`config.mk`:
```
export PLATFORM = sky130hd
export DESIGN_NAME = neighbourhood_reader
export DESIGN_NICKNAME = d
export VERILOG_FILES = /design/src/rtl/neighbourhood_reader.sv
export SDC_FILE = /design/constraint.sdc
export NUM_CORES = 1
export LEC_CHECK = 0
export BUFFER_PORTS_ARGS = -buffer_cell sky130_fd_sc_hd__buf_2
export CAP_MARGIN = 20
export CELL_PAD_IN_SITES_DETAIL_PLACEMENT = 1
export CELL_PAD_IN_SITES_GLOBAL_PLACEMENT = 2
export CORE_ASPECT_RATIO = 1.25
export CORE_MARGIN = 8
export CORE_UTILIZATION = 33
export CTS_CLUSTER_DIAMETER = 50
export DETAILED_ROUTE_END_ITERATION = 12
export HOLD_SLACK_MARGIN = 0.15
export PLACE_DENSITY_LB_ADDON = 0.15
export REMOVE_ABC_BUFFERS = 1
export SLEW_MARGIN = 0
export SYNTH_ARGS = -nofsm -noshare
export SYNTH_HDL_FRONTEND = slang
export SYNTH_SLANG_ARGS = --single-unit
```
`constraint.sdc`:
```
create_clock -name clk -period 3.25 [get_ports clk]
set_input_delay 0.65 -clock clk [delete_from_list [all_inputs] [get_ports clk]]
set_output_delay 0.65 -clock clk [all_outputs]
set_load 0.02 [all_outputs]
```
`src/rtl/neighbourhood_reader.sv`:
```
// neighbourhood_reader
//
// Reads the 3x3 Moore neighbourhood around one arena cell through the arena's
// synchronous read port B. It issues three row reads (up, mid, down) and
// returns the centre cell state and the number of live neighbours.
//
// Ports:
//   clk              - single clock, rising edge
//   reset            - synchronous, active-high
//   start            - request strobe, accepted only while ready=1
//   ready            - idle; results reflect the last completed request
//   cell_column      - requested column, sampled on the accepting edge
//   cell_row         - requested row, sampled on the accepting edge
//   cell_value       - centre cell state
//   neighbour_count  - live neighbours, 0..8
//   out_of_range     - last request addressed a cell outside the arena
//   arena_row_select - registered row address to the arena port B
//   arena_columns    - row data for the row addressed at the previous edge
//
// Edge handling: TOROIDAL=1 wraps rows and columns; TOROIDAL=0 treats
// off-arena neighbours as dead but still issues the wrapped row address.

module neighbourhood_reader #(
    parameter int ARENA_WIDTH  = 10,
    parameter int ARENA_HEIGHT = 10,
    parameter int TOROIDAL     = 1
) (
    input  logic                   clk,
    input  logic                   reset,
    input  logic                   start,
    output logic                   ready,
    input  logic [9:0]             cell_column,
    input  logic [9:0]             cell_row,
    output logic                   cell_value,
    output logic [3:0]             neighbour_count,
    output logic                   out_of_range,
    output logic [9:0]             arena_row_select,
    input  logic [ARENA_WIDTH-1:0] arena_columns
);

    localparam logic [9:0] LAST_COL = 10'(ARENA_WIDTH - 1);
    localparam logic [9:0] LAST_ROW = 10'(ARENA_HEIGHT - 1);
    localparam logic       WRAP     = (TOROIDAL != 0);

    typedef enum logic [2:0] {IDLE, ADDR, CAP_UP, CAP_MID, CAP_DOWN} state_t;
    state_t state_reg, state_next;

    // Request decode, straight from the inputs; used only on the accepting edge.
    logic       req_oor;
    logic [9:0] req_up_row, req_down_row, req_left_col, req_right_col;
    logic       req_up_ok, req_down_ok, req_left_ok, req_right_ok;

    assign req_oor       = (cell_column > LAST_COL) || (cell_row > LAST_ROW);
    assign req_up_row    = (cell_row == 10'd0)     ? LAST_ROW : cell_row - 10'd1;
    assign req_down_row  = (cell_row == LAST_ROW)  ? 10'd0    : cell_row + 10'd1;
    assign req_left_col  = (cell_column == 10'd0)  ? LAST_COL : cell_column - 10'd1;
    assign req_right_col = (cell_column == LAST_COL) ? 10'd0  : cell_column + 10'd1;
    assign req_up_ok     = WRAP || (cell_row != 10'd0);
    assign req_down_ok   = WRAP || (cell_row != LAST_ROW);
    assign req_left_ok   = WRAP || (cell_column != 10'd0);
    assign req_right_ok  = WRAP || (cell_column != LAST_COL);

    // Latched request. Taps are ordered left/centre/right, rows up/mid/down.
    // An out-of-range request clears every ok flag so all results read as 0.
    logic       oor_reg;
    logic [9:0] mid_row_reg, down_row_reg;
    logic [9:0] tap_col_reg [3];
    logic [2:0] tap_ok_reg;
    logic [2:0] row_ok_reg;
    logic [2:0] up_bits_reg, mid_bits_reg;

    // Extract the three tap bits of whichever row the arena is presenting.
    logic [2:0] tap_bits;
    genvar gi;
    generate
        for (gi = 0; gi < 3; gi++) begin : g_tap
            logic [ARENA_WIDTH-1:0] tap_mask;
            assign tap_mask     = {{(ARENA_WIDTH-1){1'b0}}, 1'b1} << tap_col_reg[gi];
            assign tap_bits[gi] = tap_ok_reg[gi] & (|(arena_columns & tap_mask));
        end
    endgenerate

    logic [2:0] down_bits;
    logic [3:0] count_sum;
    assign down_bits = tap_bits & {3{row_ok_reg[2]}};
    // Centre bit mid_bits_reg[1] is the cell itself and is not a neighbour.
    assign count_sum = 4'(up_bits_reg[0]) + 4'(up_bits_reg[1]) + 4'(up_bits_reg[2])
                     + 4'(mid_bits_reg[0]) + 4'(mid_bits_reg[2])
                     + 4'(down_bits[0]) + 4'(down_bits[1]) + 4'(down_bits[2]);

    // State register
    always_ff @(posedge clk) begin
        if (reset) state_reg <= IDLE;
        else       state_reg <= state_next;
    end

    // Next-state logic
    always_comb begin
        state_next = state_reg;
        case (state_reg)
            IDLE:     if (start) state_next = ADDR;
            ADDR:     state_next = CAP_UP;
            CAP_UP:   state_next = CAP_MID;
            CAP_MID:  state_next = CAP_DOWN;
            CAP_DOWN: state_next = IDLE;
            default:  state_next = IDLE;
        endcase
    end

    // Datapath
    always_ff @(posedge clk) begin
        if (reset) begin
            ready            <= 1'b1;
            cell_value       <= 1'b0;
            neighbour_count  <= 4'd0;
            out_of_range     <= 1'b0;
            arena_row_select <= 10'd0;
            oor_reg          <= 1'b0;
            mid_row_reg      <= 10'd0;
            down_row_reg     <= 10'd0;
            tap_col_reg[0]   <= 10'd0;
            tap_col_reg[1]   <= 10'd0;
            tap_col_reg[2]   <= 10'd0;
            tap_ok_reg       <= 3'd0;
            row_ok_reg       <= 3'd0;
            up_bits_reg      <= 3'd0;
            mid_bits_reg     <= 3'd0;
        end else begin
            case (state_reg)
                IDLE: begin
                    if (start) begin
                        ready   <= 1'b0;
                        oor_reg <= req_oor;
                        if (req_oor) begin
                            arena_row_select <= 10'd0;
                            mid_row_reg      <= 10'd0;
                            down_row_reg     <= 10'd0;
                            tap_col_reg[0]   <= 10'd0;
                            tap_col_reg[1]   <= 10'd0;
                            tap_col_reg[2]   <= 10'd0;
                            tap_ok_reg       <= 3'd0;
                            row_ok_reg       <= 3'd0;
                        end else begin
                            arena_row_select <= req_up_row;
                            mid_row_reg      <= cell_row;
                            down_row_reg     <= req_down_row;
                            tap_col_reg[0]   <= req_left_col;
                            tap_col_reg[1]   <= cell_column;
                            tap_col_reg[2]   <= req_right_col;
                            tap_ok_reg       <= {req_right_ok, 1'b1, req_left_ok};
                            row_ok_reg       <= {req_down_ok, 1'b1, req_up_ok};
                        end
                    end
                end
                ADDR: arena_row_select <= mid_row_reg;
                CAP_UP: begin
                    up_bits_reg      <= tap_bits & {3{row_ok_reg[0]}};
                    arena_row_select <= down_row_reg;
                end
                CAP_MID: mid_bits_reg <= tap_bits & {3{row_ok_reg[1]}};
                CAP_DOWN: begin
                    cell_value      <= mid_bits_reg[1];
                    neighbour_count <= count_sum;
                    out_of_range    <= oor_reg;
                    ready           <= 1'b1;
                end
                default: ;
            endcase
        end
    end

endmodule
```
Word level (Yosys, flattened, before mapping)

Memories as Yosys holds them, arrays and structs flattened.
Cells that the tools add are included.

RAM bits: 30
Output and inout port bits: 17
Flip-flop bits (word level): 50
Memories: 1

Memory list:

| name        | words | bits a word | rd ports | clocked after memory_dff | wr ports | line | text |
|---|---|---|---|---|---|---|---|
| tap_col_reg | 3     | 10          | 3        | 0                        | 3        | 67   | `logic [9:0] tap_col_reg [3];` |

Multiplexer cells: 32
Bitwise logic cells: 15
Order comparisons: 2
Reduce and logical (&&, ||, !) cells: 12
Shift operators: 3
Equality and inequality tests: 7
Add/sub/neg operators: 11

Operators by type and width:

| operator                | number |
|---|---|
| $mux W10                | 14 |
| $and A10 B10 Y10        | 3 |
| $pmux W10 S3            | 1 |
| $reduce_or A10 Y1       | 3 |
| $shl A1 B10 Y10 const A | 3 |
| $add A10 B1 Y10 const B | 2 |
| $eq A10 B4 Y1 const B   | 2 |
| $gt A10 B4 Y1 const B   | 2 |
| $logic_not A10 Y1       | 2 |
| $sub A10 B1 Y10 const B | 2 |
| $add A4 B1 Y4           | 4 |
| $mux W1                 | 13 |
| $pmux W3 S4             | 1 |
| $and A3 B3 Y3           | 3 |
| $eq A3 B2 Y1 const B    | 2 |
| $mux W3                 | 2 |
| $or A1 B1 Y1            | 6 |
| $reduce_and A2 Y1       | 3 |
| $add A3 B1 Y4           | 1 |
| $add A2 B1 Y3           | 1 |
| $and A1 B1 Y1           | 3 |
| $eq A3 B1 Y1 const B    | 1 |
| $eq A3 B3 Y1 const B    | 1 |
| $logic_not A3 Y1        | 1 |
| other kinds (6)         | 6 |

Longest topological paths before layout

Gate-level depths: netlist of run 1.

Word-level depth: 9
Depth in mapped cells: 14
Depth with buffers taken out: 13

Least setup slack after synthesis of run 1

Ideal clock, no wire load.

Path type: input port to flip-flop
Start point: input arena_columns[3]
End point: register neighbour_count[2]
Path slack: -0.092 ns
Path buffers: 0
Data required time: 3.179 ns
Cell stages on the path: 13
Data arrival time: 3.271 ns
Cell sequence: mux4_2 -> a31oi_1 -> o22ai_1 -> nand3_1 -> fa_1 -> fa_1 -> inv_1 -> ha_1 -> inv_1 -> fa_1 -> xnor2_1 -> nand2_1 -> a21oi_1

Cells in the longest elaborated chain, start to end: 7

Ends and longest elaborated chain:

| item                        | line | text |
|---|---|---|
| start, declared             | 38   | `input logic [ARENA_WIDTH-1:0] arena_columns` |
| $and A10 B10 Y10            | 79   | `assign tap_bits[gi] = tap_ok_reg[gi] & (\|(arena_columns & tap_mask));` |
| $reduce_or A10 Y1           | 79   |  |
| $and A1 B1 Y1               | 79   |  |
| $and A3 B3 Y3 *             | 85   | `assign down_bits = tap_bits & {3{row_ok_reg[2]}};` |
| $add A4 B1 Y4 (2 in series) | 89   | `+ 4'(down_bits[0]) + 4'(down_bits[1]) + 4'(down_bits[2]);` |
| $add A4 B1 Y4 *             | 89   |  |
| end signal, assigned        | 163  | `neighbour_count <= count_sum;` |
| end, declared               | 35   | `output logic [3:0] neighbour_count,` |

Mark *: on every way between the ends. The rest lies on a longest branch, timed or not.
A chain may end at the register's enable or synchronous reset.

==> results by group, run 1 <==
Outcome
  • Status: completed

Logic synthesis
  • Mapped Area: 0.00409 mm2
  • Sequential fraction of the synthesis area: 0.455
  • Syn Area/Cell: 9.67 um2
  • Number of synthesized flops with an enable pin: 30
  • Post-synthesis async set-or-reset flop share: 0
  • Yosys warns: 0
  • Top_reg_cell synth: dfxtp_1
  • Synth Instances: 423
  • Distinct cells, synth: 62
  • Seq cells post-synth: 78

STA
  • Clock Skews: 0.00435 ns
  • Min Tclk post-route: 3.23 ns
  • Slew HR: 0.419
  • Final hold vios: 0
  • # setup viols final: 0
  • Unrepaired setup endpoints after global routing: yes
  • Slew @ Worst Pin: 0.863 ns
  • Worst hold slack: 0.440 ns
  • Max Fclk: 0.310 GHz
  • Fin crit share: 0.993
  • Slew Viols, Final: 0
  • Final WS setup: 0.0221 ns

Power
  • Max VDD drop: 0.322 mV
  • Lkg Pwr: 2.09 nW
  • PwrDens: 499 mW/mm2

Route
  • Drt drc: 0
  • Antenna-violating nets left: 0
  • Via-per-instance ratio: 5.12
  • DR iter-0 viols: 178
  • DRT Pass-1 Iters: 4
  • Wire per inst: 17.5 um
  • Vias: 3,445
  • Post-Route WL: 11,800 um

GRT
  • Largest net degree at the start of global routing: 31
  • Total GRT Usage: 0.152
  • Initial antenna violation count: 0
  • First-pass GRT wire length: 19,200 um
  • Vias in the first global route: 3,797
  • Total gr overflow: 0

Worst setup path
  • Startpoint types: flop
  • CP delay by family, top: adder cells
  • Worst path cell trace: mux2i_1 > a22oi_1 > o21ai_2 > or2_1 > fa_1 > fa_1 > inv_1 > ha_2 > inv_2 > fa_2 > xnor2_2 > nand2_1 > a21oi_1
  • R2R setup slack: 0.02 ns
  • Buf+Inv Stages, Crit Path: 2
  • Worst Setup EP: neighbour_count[2]
  • Highest-delay cell along the critical path: edfxtp_1
  • WP data required: 3.53 ns
  • R2R Path Start: tap_col_reg[0][1]
  • CP Depth: 13
  • CP Class: flop to flop
  • CP max FO: 5
  • Start point of the critical path: tap_col_reg[0][1]
  • Worst setup EP type: flop
  • CP Data Arrival Time: 3.50 ns
  • Slowest cell delay on critical path: 0.52 ns
  • FF-to-FF path depth: 13
  • Worst reg2reg path endpoint: neighbour_count[2]
  • Cell mode on critical path: fa_1

Clock tree
  • Hold-fix buffers at CTS: 0
  • H-tree depth: 3
  • Clk slew on worst S/H paths: 0.06 ns
  • CTS root buffer: clkbuf_16
  • Sink Count: 78
  • Max Root-Sink Buffers: 2
  • TritonCTS Buffers: 9
  • Latest clock arrival within the worst-skew pair: 0.34 ns
  • CTS tree: yes

Finish
  • Most common cell after layout, fill and taps aside: buf_2
  • N_diodes: 0
  • Most used cells in the layout excluding fill and tap cells: 49 x buf_2, 48 x dfxtp_1, 32 x buf_4, 30 x nand2_1, 30 x edfxtp_1
  • Final-stage net count: 552
  • Cell area after layout: 0.00514 mm2
  • Non-filler cells, final: 673
  • Share of cells above drive strength 1: 0.242
  • Area Growth Syn to Fin: 25.8%
  • # fillers: 1,427
  • Max FFs per register: 30
  • Final core occ: 0.425

Placement
  • Final GP Congestion: 0.791
  • Place WS: -0.396 ns
  • # port buffers: 49
  • Inst Count DP: 656
  • Area post-placement: 0.00473 mm2
  • Final HPWL DP: 9000 um

Floorplanning
  • Die ar.: 0.0162 mm2
  • Initial Util: 0.338
  • Die H: 140 um
  • Boundary Pins: 50
  • Area of the core: 0.0121 mm2
  • Die Width: 116 um
  • # rows: 45

Hold path
  • Hold Path Class: flop to flop

Job
  • Max_cap viols: 0
[cells in the mapped netlist, types with 7 or more instances]
master,count,area [um2]
nand2b_1,11,68.8
nor2_1,27,101
ha_1,11,138
nor4_1,7,43.8
a21o_1,7,52.6
dfxtp_1,48,961
mux2i_1,10,100
nand2_1,31,116
inv_1,17,63.8
nor3_1,11,55.1
a211oi_1,8,60.1
a21oi_1,25,125
nand3_1,16,80.1
o21ai_0,10,50.1
nand3b_1,9,67.6
o31ai_1,9,67.6
edfxtp_1,30,901
and2_1,14,87.6
clkbuf_1,20,75.1
[what timing repair did]
action	CTS	global route
endpoints found under the setup margin	2	2
buffers inserted	0	1
cloned	0	0
resized for setup	2	16
pin swaps	3	3
[how the worst min path moves through the flow]
stage	from	end	slack (ns)	cells after the start
final	mid_row_reg[1]	mid_row_reg[1]	0.44	2
after global routing	neighbour_count[3]	neighbour_count[3]	0.47	2
after CTS	mid_row_reg[1]	mid_row_reg[1]	0.45	2
after detailed placement	mid_row_reg[1]	mid_row_reg[1]	0.44	2
after global placement	mid_row_reg[8]	mid_row_reg[8]	0.43	1
after floorplan	down_row_reg[8]	down_row_reg[8]	0.42	1
[metal layers]
layer,up-vias,track usage,wire length (um)
li1,1703,-,-
met1,1672,0.175,5230
met2,54,0.260,5930
met3,16,0.0318,312
met4,0,0.0735,283
met5,-,0,0
[stage by stage]
step	power (mW)	TNS [ns]
floorplan	1.34	-0.151
CTS	2.59	-0.0131
detailed placement	1.51	-0.769
global placement	1.50	-0.553
finish	2.57	0
global route	2.68	-0.229
[layout make-up]
class / instances / area (um2) / share of cell area
Sequential cell: 78 / 1860 / 0.362
Clock buffer: 10 / 229 / 0.0445
Multi-Input combinational cell: 313 / 2190 / 0.426
Inverter: 20 / 75.1 / 0.0146
Timing Repair Buffer: 82 / 497 / 0.0966
Tap cell: 164 / 205 / 0.0399
Clock inverter: 6 / 86.3 / 0.0168
[cell families (layout without fill, tap and decap cells)]
kind of cell | Yosys count | after routing | synth area share
and+or+nand+nor | 155 | 155 | 0.203
AOI/OAI and AO/OA | 107 | 107 | 0.185
DFF | 78 | 78 | 0.455
buffers and inverters | 43 | 118 | 0.0398
adders and majority gates | 15 | 15 | 0.0532
muxes | 15 | 15 | 0.0438
xor gates and xnor gates | 9 | 9 | 0.0193
other | 1 | 12 | 0.000917
[power by group]
part / total [mW] / switching (mW) / internal, mW
Sequential: 1.11 / 0.0382 / 1.07
Combinational: 0.389 / 0.234 / 0.155
Clock: 1.07 / 0.398 / 0.670
Total: 2.57 / 0.671 / 1.90
[worst register-to-register path, cell delays in order (launching register included)]
cell	delay, ns
edfxtp_1	0.52
mux2i_1	0.17
a22oi_1	0.26
o21ai_2	0.09
or2_1	0.23
fa_1	0.52
fa_1	0.42
inv_1	0.08
ha_2	0.18
inv_2	0.04
fa_2	0.35
xnor2_2	0.12
nand2_1	0.06
a21oi_1	0.14
(Power assumes the default switching activity.)
==> inputs of run 2 (changes only) <==
--- a/config.mk
+++ b/config.mk
@@ -11,7 +11,7 @@
 export CELL_PAD_IN_SITES_GLOBAL_PLACEMENT = 2
 export CORE_ASPECT_RATIO = 1.25
 export CORE_MARGIN = 8
-export CORE_UTILIZATION = 33
+export CORE_UTILIZATION = 30
 export CTS_CLUSTER_DIAMETER = 50
 export DETAILED_ROUTE_END_ITERATION = 12
 export HOLD_SLACK_MARGIN = 0.15
==> run 2 against run 1 <==
Compared with the run above:
- the run now ends with negative setup slack left
- utilization down 3.1 points
- non-clock buffer count up 18
- cell count up 3.7%
- routed wire length up 3.7%
- combinational power up 7.2%
- setup slack worse by 0.025 ns
- maximum frequency down 0.77%
- critical path depth unchanged
- clock skew up 0.0058 ns
- first-iteration DRC count down 9.6%
- clock-buffer cell count up 4
- sequential cell count unchanged
- critical path type unchanged
- critical endpoint unchanged
==> results by group, run 2 (same netlist as run 1, synthesis figures left out) <==
Outcome
  • Status: finished, violations left (was completed)
  • Failing checks: negative setup slack

Floorplanning
  • Boundary Pins: 50 (unchanged)
  • # rows: 47 (was 45)
  • Die Width: 120 um (was 116 um)
  • Initial Util: 0.308 (was 0.338)
  • Die H: 147 um (was 140 um)
  • Die ar.: 0.0176 mm2 (was 0.0162 mm2)
  • Area of the core: 0.0133 mm2 (was 0.0121 mm2)

Finish
  • Area Growth Syn to Fin: 28.1% (was 25.8%)
  • Most used cells in the layout excluding fill and tap cells: 51 x buf_4, 49 x buf_2, 48 x dfxtp_1, 31 x nand2_1, 30 x edfxtp_1 (was 49 x buf_2, 48 x dfxtp_1, 32 x buf_4, 30 x nand2_1, 30 x edfxtp_1)
  • Non-filler cells, final: 698 (was 673)
  • Max FFs per register: 30 (unchanged)
  • Final-stage net count: 570 (was 552)
  • N_diodes: 0 (unchanged)
  • Final core occ: 0.394 (was 0.425)
  • Cell area after layout: 0.00524 mm2 (was 0.00514 mm2)
  • # fillers: 1,591 (was 1,427)
  • Most common cell after layout, fill and taps aside: buf_4 (was buf_2)
  • Share of cells above drive strength 1: 0.258 (was 0.242)

Placement
  • Final GP Congestion: 0.787 (was 0.791)
  • Area post-placement: 0.00474 mm2 (was 0.00473 mm2)
  • Final HPWL DP: 9250 um (was 9000 um)
  • # port buffers: 49 (unchanged)
  • Inst Count DP: 663 (was 656)

STA
  • Min Tclk post-route: 3.25 ns (was 3.23 ns)
  • Final hold vios: 0 (unchanged)
  • Slew HR: 0.475 (was 0.419)
  • Slew Viols, Final: 0 (unchanged)
  • Clock Skews: 0.0101 ns (was 0.00435 ns)
  • Setup TNS: -0.00302 ns (was 0 ns)
  • Slew @ Worst Pin: 0.782 ns (was 0.863 ns)
  • Final WS setup: -0.00302 ns (was 0.0221 ns)
  • Unrepaired setup endpoints after global routing: yes (unchanged)
  • Fin crit share: 1.00 (was 0.993)
  • # setup viols final: 1 (was 0)
  • Max Fclk: 0.307 GHz (was 0.310 GHz)

Clock tree
  • Clk slew on worst S/H paths: 0.06 ns (about the same)
  • CTS tree: yes (unchanged)
  • Latest clock arrival within the worst-skew pair: 0.34 ns (about the same)
  • TritonCTS Buffers: 9 (unchanged)
  • H-tree depth: 3 (unchanged)
  • CTS root buffer: clkbuf_16 (unchanged)
  • Sink Count: 78 (unchanged)
  • Max Root-Sink Buffers: 2 (unchanged)

Worst setup path
  • Startpoint types: flop (unchanged)
  • Cell mode on critical path: fa_1 (unchanged)
  • CP Depth: 13 (unchanged)
  • CP delay by family, top: adder cells (unchanged)
  • CP Data Arrival Time: 3.52 ns (was 3.50 ns)
  • Worst setup EP type: flop (unchanged)
  • CP max FO: 5 (unchanged)
  • Worst path cell trace: mux2i_1 > a22oi_1 > o21ai_1 > or2_1 > fa_1 > fa_1 > inv_1 > ha_2 > inv_2 > fa_2 > xnor2_1 > nand2_1 > a21oi_2 (was mux2i_1 > a22oi_1 > o21ai_2 > or2_1 > fa_1 > fa_1 > inv_1 > ha_2 > inv_2 > fa_2 > xnor2_2 > nand2_1 > a21oi_1)
  • Buf+Inv Stages, Crit Path: 2 (unchanged)
  • WP data required: 3.52 ns (was 3.53 ns)
  • Slowest cell delay on critical path: 0.53 ns (was 0.52 ns)
  • FF-to-FF path depth: 13 (unchanged)
  • CP Class: flop to flop (unchanged)
  • Highest-delay cell along the critical path: edfxtp_1 (unchanged)

Route
  • Wire per inst: 17.5 um (about the same)
  • Antenna-violating nets left: 0 (unchanged)
  • Post-Route WL: 12,200 um (was 11,800 um)
  • DRT Pass-1 Iters: 4 (unchanged)
  • Drt drc: 0 (unchanged)
  • Via-per-instance ratio: 5.11 (was 5.12)
  • Vias: 3,569 (was 3,445)
  • DR iter-0 viols: 161 (was 178)

Job
  • Max_cap viols: 0 (unchanged)

GRT
  • Initial antenna violation count: 0 (unchanged)
  • Met1 Use GR: 0.158 (was 0.175)
  • GRT busiest layer: met2 (unchanged)
  • Total gr overflow: 0 (unchanged)
  • Met3 Use GR: 0.0278 (was 0.0318)
  • Total GRT Usage: 0.141 (was 0.152)
  • Vias in the first global route: 3,891 (was 3,797)
  • Largest net degree at the start of global routing: 31 (unchanged)
  • First-pass GRT wire length: 19,900 um (was 19,200 um)
  • Met2 GRT Util: 0.250 (was 0.260)

Hold path
  • Hold Path Depth: 2 (unchanged)
  • Hold Path Class: flop to flop (unchanged)

Power
  • PwrDens: 483 mW/mm2 (was 499 mW/mm2)
  • Lkg Pwr: 2.16 nW (was 2.09 nW)
  • Max VDD drop: 0.247 mV (was 0.322 mV)
[run 2: layout make-up]
cell class	count	area [um2]	share of cell area
clock buffer	14	285	0.0545
clock inverter	2	12.5	0.00239
inverter	20	75.1	0.0143
multi-input combinational	313	2160	0.412
sequential	78	1860	0.356
tap	171	214	0.0409
timing repair buffer	100	628	0.120
[run 2: path summary, 6_finish.rpt]
check | slack [ns] | start | endpoint
min | 0.45 | mid_row_reg[0] | mid_row_reg[0]
max reg2reg | -0.003 | tap_col_reg[0][1] | neighbour_count[2]
min reg2reg | 0.45 | mid_row_reg[0] | mid_row_reg[0]
max | -0.003 | tap_col_reg[0][1] | neighbour_count[2]
[run 2: repair_timing]
| item | 4_1_cts | 5_1_grt |
|---|---|---|
| setup endpoints to repair | 2 | 4 |
| pin swaps | 7 | 10 |
| buffers inserted | 17 | 4 |
| hold endpoints to repair | 0 | 0 |
| gates cloned | 0 | 0 |
| hold buffers | 0 | 0 |
| gates resized for setup | 5 | 6 |
[run 2: worst min-delay path, cell delays in order, from the launching register on]
cell and delay (ns):
dfxtp_1 0.31, nand2_1 0.05, o21ai_1 0.05
[run 2: power by group]
part / switching [mW] / internal [mW]
Sequential: 0.0399 / 1.07
Clock: 0.393 / 0.605
Combinational: 0.237 / 0.180
[run 2: metrics by stage]
stage                     setup slack [ns]  hold slack (ns)  power, mW
after CTS                          0.00930            0.456       2.56
after global routing                -0.155            0.484       2.65
after floorplan                    -0.0905            0.420       1.34
after global placement              -0.310            0.437       1.50
final                             -0.00302            0.455       2.53
after detailed placement            -0.390            0.444       1.51
[run 2: metal layers]
| layer | routed length (um) | vias to the layer above |
|---|---|---|
| met1 | 5250 | 1756 |
| met4 | 208 | 0 |
| met5 | 0 | - |
| li1 | - | 1744 |
| met2 | 6380 | 56 |
| met3 | 350 | 13 |
==> inputs of run 3 (changes only) <==
--- a/config.mk
+++ b/config.mk
@@ -12,12 +12,13 @@
 export CORE_ASPECT_RATIO = 1.25
 export CORE_MARGIN = 8
 export CORE_UTILIZATION = 30
+export CTS_BUF_LIST = sky130_fd_sc_hd__clkbuf_8
 export CTS_CLUSTER_DIAMETER = 50
 export DETAILED_ROUTE_END_ITERATION = 12
 export HOLD_SLACK_MARGIN = 0.15
+export MAX_ROUTING_LAYER = met4
 export PLACE_DENSITY_LB_ADDON = 0.15
 export REMOVE_ABC_BUFFERS = 1
-export SLEW_MARGIN = 0
 export SYNTH_ARGS = -nofsm -noshare
 export SYNTH_HDL_FRONTEND = slang
 export SYNTH_SLANG_ARGS = --single-unit
==> run 3 against run 2 <==
Compared with the run above:
- the flow still finishes with violations (negative setup slack)
- final area shrank 4.1%
- clock-buffer cell count shrank 3
- register-to-register slack is essentially flat
- routed wire length shrank 1.5%
- non-clock buffer count shrank 15
- highest routed layer unchanged
==> results by group, run 3 (same netlist as run 1, synthesis figures left out) <==
Outcome
  • Status: finished, violations left (unchanged)
  • Failing checks: negative setup slack (unchanged)

Power
  • PwrDens: 448 mW/mm2 (was 483 mW/mm2)
  • Lkg Pwr: 2.05 nW (was 2.16 nW)
  • Max VDD drop: 0.187 mV (was 0.247 mV)
  • Power, Total: 2.25 mW (was 2.53 mW)

Floorplanning
  • Initial Util: 0.308 (unchanged)
  • Die Width: 120 um (unchanged)
  • Die H: 147 um (unchanged)
  • Area of the core: 0.0133 mm2 (unchanged)
  • Die ar.: 0.0176 mm2 (unchanged)
  • Boundary Pins: 50 (unchanged)
  • # rows: 47 (unchanged)

Clock tree
  • H-tree depth: 3 (unchanged)
  • Clk slew on worst S/H paths: 0.08 ns (was 0.06 ns)
  • CTS tree: yes (unchanged)
  • CTS root buffer: clkbuf_8 (was clkbuf_16)
  • Latest clock arrival within the worst-skew pair: 0.36 ns (was 0.34 ns)
  • TritonCTS Buffers: 9 (unchanged)
  • Hold-fix buffers at CTS: 0 (unchanged)
  • Sink Count: 78 (unchanged)
  • Max Root-Sink Buffers: 2 (unchanged)

STA
  • Fin crit share: 1.00 (about the same)
  • Slew HR: 0.457 (was 0.475)
  • Worst hold slack: 0.459 ns (was 0.455 ns)
  • Min Tclk post-route: 3.26 ns (was 3.25 ns)
  • Unrepaired setup endpoints after global routing: yes (unchanged)
  • # setup viols final: 1 (unchanged)
  • Slew @ Worst Pin: 0.808 ns (was 0.782 ns)
  • Final hold vios: 0 (unchanged)
  • Max Fclk: 0.307 GHz (about the same)
  • Slew Viols, Final: 0 (unchanged)
  • Final WS setup: -0.00722 ns (was -0.00302 ns)
  • Setup TNS: -0.00722 ns (was -0.00302 ns)
  • Clock Skews: 0.00633 ns (was 0.0101 ns)

Placement
  • Final HPWL DP: 9250 um (unchanged)
  • Inst Count DP: 663 (unchanged)
  • Final GP Congestion: 0.798 (was 0.787)
  • # port buffers: 49 (unchanged)

Finish
  • Max FFs per register: 30 (unchanged)
  • # fillers: 1,603 (was 1,591)
  • N_diodes: 0 (unchanged)
  • Final-stage net count: 555 (was 570)
  • Area Growth Syn to Fin: 22.8% (was 28.1%)
  • Most used cells in the layout excluding fill and tap cells: 49 x buf_2, 48 x dfxtp_1, 36 x buf_4, 31 x nand2_1, 30 x edfxtp_1 (was 51 x buf_4, 49 x buf_2, 48 x dfxtp_1, 31 x nand2_1, 30 x edfxtp_1)
  • Non-filler cells, final: 683 (was 698)
  • Share of cells above drive strength 1: 0.234 (was 0.258)
  • Most common cell after layout, fill and taps aside: buf_2 (was buf_4)

GRT
  • Initial antenna violation count: 0 (unchanged)
  • Largest net degree at the start of global routing: 31 (unchanged)
  • Vias in the first global route: 3,792 (was 3,891)
  • First-pass GRT wire length: 19,400 um (was 19,900 um)
  • Total GRT Usage: 0.142 (was 0.141)
  • Total gr overflow: 0 (unchanged)

Worst setup path
  • CP delay by family, top: adder cells (unchanged)
  • CP Class: flop to flop (unchanged)
  • Worst path cell trace: mux4_2 > a31oi_4 > o22ai_2 > nand3_2 > fa_1 > fa_1 > inv_1 > ha_2 > inv_2 > fa_2 > xnor2_1 > nand2_1 > a21oi_2 (was mux2i_1 > a22oi_1 > o21ai_1 > or2_1 > fa_1 > fa_1 > inv_1 > ha_2 > inv_2 > fa_2 > xnor2_1 > nand2_1 > a21oi_2)
  • Buf+Inv Stages, Crit Path: 2 (unchanged)
  • Worst setup EP type: flop (unchanged)
  • Worst Setup EP: neighbour_count[2] (unchanged)
  • FF-to-FF path depth: 13 (unchanged)
  • Startpoint types: flop (unchanged)
  • CP Data Arrival Time: 3.56 ns (was 3.52 ns)
  • R2R Path Start: tap_col_reg[0][10] (was tap_col_reg[0][1])
  • CP Depth: 13 (unchanged)
  • Highest-delay cell along the critical path: mux4_2 (was edfxtp_1)
  • Slowest cell delay on critical path: 0.55 ns (was 0.53 ns)
  • Start point of the critical path: tap_col_reg[0][10] (was tap_col_reg[0][1])
  • CP max FO: 2 (was 5)
  • WP data required: 3.55 ns (was 3.52 ns)
  • R2R setup slack: -0.007 ns (was -0.003 ns)
  • Worst reg2reg path endpoint: neighbour_count[2] (unchanged)
  • Cell mode on critical path: fa_1 (unchanged)

Route
  • Post-Route WL: 12,000 um (was 12,200 um)
  • Wire per inst: 17.6 um (was 17.5 um)
  • DRT Pass-1 Iters: 4 (unchanged)
  • Antenna-violating nets left: 0 (unchanged)
  • Drt drc: 0 (unchanged)
  • DR iter-0 viols: 163 (was 161)
  • Vias: 3,502 (was 3,569)
  • Via-per-instance ratio: 5.13 (was 5.11)

Hold path
  • Hold Path Class: flop to flop (unchanged)
  • Hold Path Depth: 2 (unchanged)

Job
  • Max_cap viols: 0 (unchanged)
-- run 3: cell types whose count changed in the layout (fill, tap and decap cells not counted) --
cell	before	now
inv_1	16	18
bufinv_16	0	1
buf_4	51	36
o41ai_1	0	1
clkbuf_16	10	0
clkbuf_1	2	0
o41ai_2	1	0
clkbuf_8	2	11
-- run 3: tightest hold or removal path: cells and delay by family (launching register included) --
| kind | cells | cell delay (ns) |
|---|---|---|
| AOI/OAI and AO/OA | 1 | 0.05 |
| DFF | 1 | 0.31 |
| and+or+nand+nor | 1 | 0.05 |
-- run 3: area by class of cell --
class | instances | area [um2] | area share
Clock inverter | 5 | 50.0 | 0.00997
Sequential cell | 78 | 1860 | 0.371
Inverter | 20 | 75.1 | 0.0150
Clock buffer | 11 | 151 | 0.0302
Tap cell | 171 | 214 | 0.0426
Multi-Input combinational cell | 313 | 2150 | 0.429
Timing Repair Buffer | 85 | 515 | 0.103
-- run 3: what timing repair did --
item / 4_1_cts / 5_1_grt
gates resized for setup: 2 / 8
pin swaps: 6 / 1
endpoints found under the setup margin: 2 / 2
setup buffers: 3 / 1
-- run 3: per-layer routing --
layer / wire, um / GRT usage / vias to the layer above / part of all wire
li1: - / - / 1711 / -
met2: 6280 / 0.247 / 54 / 0.52
met1: 5230 / 0.157 / 1721 / 0.44
met4: 169 / 0.0476 / 0 / 0.014
met3: 325 / 0.0282 / 16 / 0.027
met5: 0 / - / - / 0
-- run 3: stage by stage --
| stage | util | worst slack (ns) | area (um2) |
|---|---|---|---|
| 3_3_place_gp | 0.357 | -0.310 | 4740 |
| 2_1_floorplan | - | -0.0905 | 4040 |
| 4_1_cts | 0.374 | 0.00176 | 4970 |
| 3_5_place_dp | 0.357 | -0.390 | 4740 |
| 5_1_grt | 0.378 | -0.188 | 5020 |
| 6_report | 0.378 | -0.00722 | 5020 |
-- run 3: worst min path at each step --
stage / slack (ns) / to / start
6_report: 0.46 / cell_value / mid_bits_reg[1]
4_1_cts: 0.46 / cell_value / mid_bits_reg[1]
3_5_place_dp: 0.44 / down_row_reg[6] / down_row_reg[6]
5_1_grt: 0.49 / out_of_range / out_of_range
2_1_floorplan: 0.42 / down_row_reg[8] / down_row_reg[8]
3_3_place_gp: 0.44 / down_row_reg[4] / down_row_reg[4]
-- run 3: report_power, final --
group	switching, mW	internal (mW)	leakage [nW]
sequential	0.0393	1.07	0.705
clock	0.367	0.390	0.108
combinational	0.229	0.153	1.23
total	0.635	1.61	2.05
